===== config.mk =====
export PLATFORM = sky130hd
export DESIGN_NAME = pipe_ctrl_v2
export DESIGN_NICKNAME = d
export VERILOG_FILES = /design/src/rtl/pipe_ctrl_v2.sv
export SDC_FILE = /design/constraint.sdc
export NUM_CORES = 1
export LEC_CHECK = 0
export CAP_MARGIN = 20
export CORE_MARGIN = 3
export CORE_UTILIZATION = 45
export CTS_CLUSTER_DIAMETER = 80
export DETAILED_ROUTE_END_ITERATION = 6
export PLACE_DENSITY = 0.74
export SETUP_SLACK_MARGIN = 0.15
export SYNTH_ARGS = -nofsm -noshare
export SYNTH_HDL_FRONTEND = slang
export SYNTH_SLANG_ARGS = --single-unit

===== constraint.sdc =====
create_clock -name clk -period 3.45 [get_ports clk]
set_clock_uncertainty 0.15 [all_clocks]
set_input_delay 0.8625 -clock clk [delete_from_list [all_inputs] [get_ports clk]]
set_output_delay 0.8625 -clock clk [all_outputs]
set_load 0.05 [all_outputs]

===== src/rtl/pipe_ctrl_v2.sv =====
// pipe_ctrl_v2: control/hazard unit for a 5-stage RV32I pipeline (F/D/E/M/W).
// Tracks E/M/W control fields, resolves forwarding, hazards, redirects and the data-memory handshake.
module pipe_ctrl_v2 #(
    parameter int REG_IDX_W   = 5,
    parameter int MEM_TIMEOUT = 15,
    parameter int STAT_W      = 16
) (
    input  logic                 clk,
    input  logic                 rst_n,
    input  logic [4:0]           D_op,
    input  logic [REG_IDX_W-1:0] D_rd,
    input  logic [REG_IDX_W-1:0] D_rs1,
    input  logic [REG_IDX_W-1:0] D_rs2,
    input  logic [2:0]           D_f3,
    input  logic                 D_f7,
    input  logic                 b,
    input  logic [1:0]           M_addr_lo,
    input  logic                 dmem_ready,
    output logic                 dmem_req,
    output logic                 pc_hold,
    output logic                 next_pc_sel,
    output logic                 D_rs1_data_sel,
    output logic                 D_rs2_data_sel,
    output logic [1:0]           E_rs1_data_sel,
    output logic [1:0]           E_rs2_data_sel,
    output logic                 E_alu_op1_sel,
    output logic                 E_alu_op2_sel,
    output logic                 E_jb_op1_sel,
    output logic [4:0]           E_op_out,
    output logic [2:0]           E_f3_out,
    output logic                 E_f7_out,
    output logic [3:0]           M_dm_w_en,
    output logic                 W_wb_en,
    output logic                 W_wb_data_sel,
    output logic [REG_IDX_W-1:0] W_rd_index,
    output logic [2:0]           W_f3_out,
    output logic                 mem_err,
    output logic                 misalign,
    output logic [STAT_W-1:0]    stall_cnt
);

    localparam logic [4:0] OP_LOAD   = 5'b00000;
    localparam logic [4:0] OP_NOP    = 5'b00011;
    localparam logic [4:0] OP_IMM    = 5'b00100;
    localparam logic [4:0] OP_AUIPC  = 5'b00101;
    localparam logic [4:0] OP_STORE  = 5'b01000;
    localparam logic [4:0] OP_R_TYPE = 5'b01100;
    localparam logic [4:0] OP_LUI    = 5'b01101;
    localparam logic [4:0] OP_BRANCH = 5'b11000;
    localparam logic [4:0] OP_JALR   = 5'b11001;
    localparam logic [4:0] OP_JAL    = 5'b11011;

    localparam logic [7:0] TIMEOUT_C = 8'(MEM_TIMEOUT);

    typedef struct packed {
        logic [4:0]           op;
        logic [REG_IDX_W-1:0] rd;
        logic [REG_IDX_W-1:0] rs1;
        logic [REG_IDX_W-1:0] rs2;
        logic [2:0]           f3;
        logic                 f7;
    } stage_t;

    // M and W only need the fields consumed by the memory and write-back stages.
    typedef struct packed {
        logic [4:0]           op;
        logic [REG_IDX_W-1:0] rd;
        logic [2:0]           f3;
    } tail_t;

    typedef enum logic [1:0] {S_IDLE, S_WAIT, S_ERR} state_t;

    localparam stage_t E_NOP = stage_t'{OP_NOP, '0, '0, '0, 3'b000, 1'b0};
    localparam tail_t  T_NOP = tail_t'{OP_NOP, '0, 3'b000};

    function automatic logic uses_rs1(input logic [4:0] op);
        return !(op == OP_LUI || op == OP_AUIPC || op == OP_JAL);
    endfunction

    function automatic logic uses_rs2(input logic [4:0] op);
        return (op == OP_R_TYPE || op == OP_STORE || op == OP_BRANCH);
    endfunction

    function automatic logic writes_rd(input logic [4:0] op);
        return !(op == OP_STORE || op == OP_BRANCH || op == OP_NOP);
    endfunction

    function automatic logic [1:0] fwd_src(input logic [REG_IDX_W-1:0] rs,
                                           input tail_t m, input tail_t w);
        if (writes_rd(m.op) && m.rd != '0 && m.rd == rs)
            return 2'd1;
        else if (writes_rd(w.op) && w.rd != '0 && w.rd == rs)
            return 2'd0;
        return 2'd2;
    endfunction

    stage_t            e_q, e_d, d_stage;
    tail_t             m_q, m_d, w_q, w_d;
    state_t            state_q, state_d;
    logic [7:0]        cnt_q, cnt_d;
    logic [3:0]        wen_q, wen_d, lane_wen;
    logic              mis_q, mis_d, lane_mis;
    logic [STAT_W-1:0] stall_q, stall_d;
    logic              m_mem, mem_busy, redirect, load_use;

    assign d_stage = stage_t'{D_op, D_rd, D_rs1, D_rs2, D_f3, D_f7};
    assign m_mem   = (m_q.op == OP_LOAD) || (m_q.op == OP_STORE);

    // A WAIT cycle that sees ready completes the access and lets the pipe advance.
    always_comb begin
        state_d  = state_q;
        cnt_d    = cnt_q;
        mem_busy = 1'b0;
        case (state_q)
            S_IDLE: begin
                if (m_mem && !dmem_ready) begin
                    state_d  = S_WAIT;
                    cnt_d    = 8'd1;
                    mem_busy = 1'b1;
                end
            end
            S_WAIT: begin
                if (dmem_ready) begin
                    state_d = S_IDLE;
                end else begin
                    mem_busy = 1'b1;
                    if (cnt_q == TIMEOUT_C)
                        state_d = S_ERR;
                    else
                        cnt_d = cnt_q + 8'd1;
                end
            end
            S_ERR:   mem_busy = 1'b1;
            default: state_d = S_IDLE;
        endcase
    end

    assign redirect = (e_q.op == OP_JAL) || (e_q.op == OP_JALR) ||
                      ((e_q.op == OP_BRANCH) && b);
    assign load_use = (e_q.op == OP_LOAD) && (e_q.rd != '0) &&
                      ((uses_rs1(D_op) && D_rs1 == e_q.rd) ||
                       (uses_rs2(D_op) && D_rs2 == e_q.rd));

    always_comb begin
        e_d         = e_q;
        m_d         = m_q;
        w_d         = w_q;
        pc_hold     = 1'b0;
        next_pc_sel = 1'b1;
        if (mem_busy) begin
            w_d     = T_NOP;
            pc_hold = 1'b1;
        end else begin
            m_d = tail_t'{e_q.op, e_q.rd, e_q.f3};
            w_d = m_q;
            if (redirect) begin
                e_d         = E_NOP;
                next_pc_sel = 1'b0;
            end else if (load_use) begin
                e_d     = E_NOP;
                pc_hold = 1'b1;
            end else begin
                e_d = d_stage;
            end
        end
    end

    always_comb begin
        lane_wen = 4'b0000;
        lane_mis = 1'b0;
        if (m_q.op == OP_STORE) begin
            case (m_q.f3)
                3'b000: lane_wen = 4'b0001 << M_addr_lo;
                3'b001: begin
                    if (M_addr_lo[0]) lane_mis = 1'b1;
                    else              lane_wen = 4'b0011 << {M_addr_lo[1], 1'b0};
                end
                3'b010: begin
                    if (M_addr_lo != 2'b00) lane_mis = 1'b1;
                    else                    lane_wen = 4'b1111;
                end
                default: lane_wen = 4'b0000;
            endcase
        end
    end

    // Lane enables are frozen for the whole wait so the memory sees a stable request.
    always_comb begin
        wen_d = lane_wen;
        mis_d = lane_mis;
        if (state_q == S_WAIT) begin
            wen_d = wen_q;
            mis_d = mis_q;
        end else if (state_q == S_ERR) begin
            wen_d = 4'b0000;
            mis_d = 1'b0;
        end
    end

    assign stall_d = (pc_hold && stall_q != {STAT_W{1'b1}}) ? stall_q + 1'b1 : stall_q;

    always_ff @(posedge clk or negedge rst_n) begin
        if (!rst_n) begin
            state_q <= S_IDLE;
            cnt_q   <= '0;
            e_q     <= E_NOP;
            m_q     <= T_NOP;
            w_q     <= T_NOP;
            wen_q   <= '0;
            mis_q   <= 1'b0;
            stall_q <= '0;
        end else begin
            state_q <= state_d;
            cnt_q   <= cnt_d;
            e_q     <= e_d;
            m_q     <= m_d;
            w_q     <= w_d;
            wen_q   <= wen_d;
            mis_q   <= mis_d;
            stall_q <= stall_d;
        end
    end

    assign dmem_req       = m_mem && (state_q != S_ERR);
    assign mem_err        = (state_q == S_ERR);
    assign M_dm_w_en      = wen_d;
    assign misalign       = mis_d;
    assign stall_cnt      = stall_q;
    assign D_rs1_data_sel = writes_rd(w_q.op) && (w_q.rd != '0) && (w_q.rd == D_rs1);
    assign D_rs2_data_sel = writes_rd(w_q.op) && (w_q.rd != '0) && (w_q.rd == D_rs2);
    assign E_rs1_data_sel = fwd_src(e_q.rs1, m_q, w_q);
    assign E_rs2_data_sel = fwd_src(e_q.rs2, m_q, w_q);
    assign E_alu_op1_sel  = (e_q.op == OP_AUIPC) || (e_q.op == OP_JAL) || (e_q.op == OP_JALR);
    assign E_alu_op2_sel  = (e_q.op == OP_LOAD) || (e_q.op == OP_STORE) || (e_q.op == OP_IMM) ||
                            (e_q.op == OP_LUI) || (e_q.op == OP_AUIPC) ||
                            (e_q.op == OP_JAL) || (e_q.op == OP_JALR);
    assign E_jb_op1_sel   = (e_q.op == OP_JALR);
    assign E_op_out       = e_q.op;
    assign E_f3_out       = e_q.f3;
    assign E_f7_out       = e_q.f7;
    assign W_wb_en        = writes_rd(w_q.op);
    assign W_wb_data_sel  = (w_q.op == OP_LOAD);
    assign W_rd_index     = w_q.rd;
    assign W_f3_out       = w_q.f3;

endmodule


==> metrics.csv <==
metric;value;unit
outcome;completed;
cp.arrival;2.26;ns
max_slew.worst_pin.slew;1.00;ns
place_inst;584;
ctsRootBufferMaster;clkbuf_8;
async_flop_share;100;%
final_hold_viol_count;0;
hp-start;m_q[8];
netlist_area;4190;um2
fin_cells;603;
p_leak;0.00246;uW
period_share;94.9;%
num_antenna_cells;0;
die_area;10500;um2
critPathLaunch;M_addr_lo[1];
grt_start_max_net_pins;82;
min_period;3.28;ns
rrSetupSlack;0.69;ns
dp_hpwl;7120;um
gr-total-overflow;0;
cts_tree;built;
r2r-end;E_f3_out[1];
grt_pass1_vias;3324;
fin_tns_setup;0;ns
place_area;5260;um2
rr_worst_depth;9;
final-max-slew-violation-count;0;
relSlewSlack;33.3;%
die_y;102;um
initial_utilization;47.1;%
dr.pass1.iters;4;
setup_viol;0;
final_area;5530;um2
synth_area_per_cell;10.3;um2
mostFrequentLayoutCells;dfrtp_1, nand2_1, clkdlybuf4s50_1;
drv_cap;0;
synthFlopType;dfrtp_1;
drive_gt1_share;17.8;%
crit_required;2.44;ns
critical_path_peak_fanout;4;
antenna_found_initial;0;
holdPathStages;2;
drc;0;
grt_pass1_wl;16800;um
yosysWarnings;0;
insertion_delay;0.35;ns
die_w;102;um
io_pins;83;
post_drt_wl_per_cell;16.7;um
core;8890;um2
cts_max_path_buffers;2;
grt.total_usage;20.3;%
clock-sinks;81;
syn2layout_area_growth;31.9;%
crit_path_start_kind;input pin;
std_cell_rows;34;
critical_path_class;input pin to output pin;
drtIter0Drc;228;
ys_seq_elements;81;
drt-total-wl;10100;um
endpoint_kind;output pin;
route.detailed.vias_per_inst;5.60;
min_to;m_q[8];
hold-worst-slack;0.338;ns
io_buffer_count;82;
cts_buffers;9;
rsz0062_at_grt;yes;
fin_nets;523;
irDropWorstVdd;519;uV
vias;3374;
seq_area_frac_synth;48.6;%
routabilityCongestion;0.835;
synth-edff-count;0;
syn_inst;405;
hold_class;flop to flop;
reg2reg_from;e_q[16];
syn_nets;437;
ant_nets;0;
final_common_cell;dfrtp_1;
htree_levels;3;
yosys.cell_types.count;51;
power.density;792;nW/um2
max_freq;305;MHz
clkTransAtPathRegs;0.08;ns
[registers in the layout, indices dropped and copies added (netlist names), 2 cells and up]
signal      flops
E_f3_out        3
E_op_out        5
W_f3_out        3
W_rd_index      5
cnt_q           8
e_q            15
m_q            13
stall_cnt      16
state_q         2
w_q             5
wen_q           4
[cell type report]
class | count | area (um2)
flip-flops and latches | 81 | 2030
multi-input cells | 284 | 2020
clock buffers | 9 | 124
well taps | 108 | 135
fillers | 745 | 3370
inverters | 8 | 30.0
clock inverters | 6 | 60.1
repair buffers | 107 | 1120
[metrics by stage]
stage	worst slack (ns)	power (uW)	utilization, %
finish	0.175	4370	62.1
floorplan	-0.348	3120	-
global placement	-0.0190	3650	59.2
CTS	0.153	4370	61.5
detailed placement	-0.0224	3700	59.2
global route	0.106	4630	62.1
[worst max path at each step]
stage	depth (start not counted)	slack, ns	endpoint
6_report	5	0.17	M_dm_w_en[2]
2_1_floorplan	5	-0.35	D_rs1_data_sel
5_1_grt	7	0.11	M_dm_w_en[0]
3_5_place_dp	7	-0.02	pc_hold
4_1_cts	7	0.15	M_dm_w_en[0]
3_3_place_gp	7	-0.02	pc_hold
[repair_timing]
item,in CTS,in global routing
setup endpoints to repair,7,7
hold endpoints to repair,0,0
hold buffers,0,0
gates resized for setup,15,11
cloned,0,0
pin swaps,5,5
buffers inserted,1,3
[metal layers]
| layer | wire length, um | vias up | GRT usage (%) |
|---|---|---|---|
| met2 | 4800 | 90 | 31.2 |
| met3 | 570 | 10 | 3.69 |
| met5 | 0 | - | 0 |
| met1 | 4570 | 1683 | 29.0 |
| li1 | - | 1591 | - |
| met4 | 142 | 0 | 7.16 |
[synth_stat cells (7+ instances only)]
cell       n  area share [%]
dfrtp_1   75              45
nand2_1   55             4.9
xor2_1    32             6.7
xnor2_1   25             5.2
a22o_1    22             4.6
nor2_1    21             1.9
buf_4     16             2.9
and3_1    15             2.2
nor3_1    14             1.7
nand3_1   13             1.6
clkbuf_1   9            0.81
o21ai_0    9             1.1
inv_1      7            0.63
nand2b_1   7             1.0
nand4_1    7             1.0
[report_power, final]
group | internal [uW] | total, uW | switching, uW | leakage, uW
clock | 326 | 667 | 341 | 0.0000909
combinational | 828 | 2020 | 1190 | 0.00139
sequential | 1260 | 1690 | 429 | 0.000974
[worst max-delay path, stage by stage]
cell and delay [ns]:
clkdlybuf4s50_1 0.48, inv_1 0.14, mux2_2 0.37, o31ai_4 0.24
buf_12 0.17
[logic make-up (layout without fill, tap and decap cells)]
logic type / count (synthesis) / in the layout / share of synthesized area (%)
AND/OR/NAND/NOR: 161 / 161 / 20.8
flip-flops: 81 / 81 / 48.6
AO/OA/AOI/OAI: 59 / 59 / 11.1
XOR/XNOR: 57 / 57 / 11.9
buffers and inverters: 40 / 130 / 5.64
multiplexers: 5 / 5 / 1.34
adder cells (fa/ha/maj): 2 / 2 / 0.597
Power figures use the tool's default switching activity.
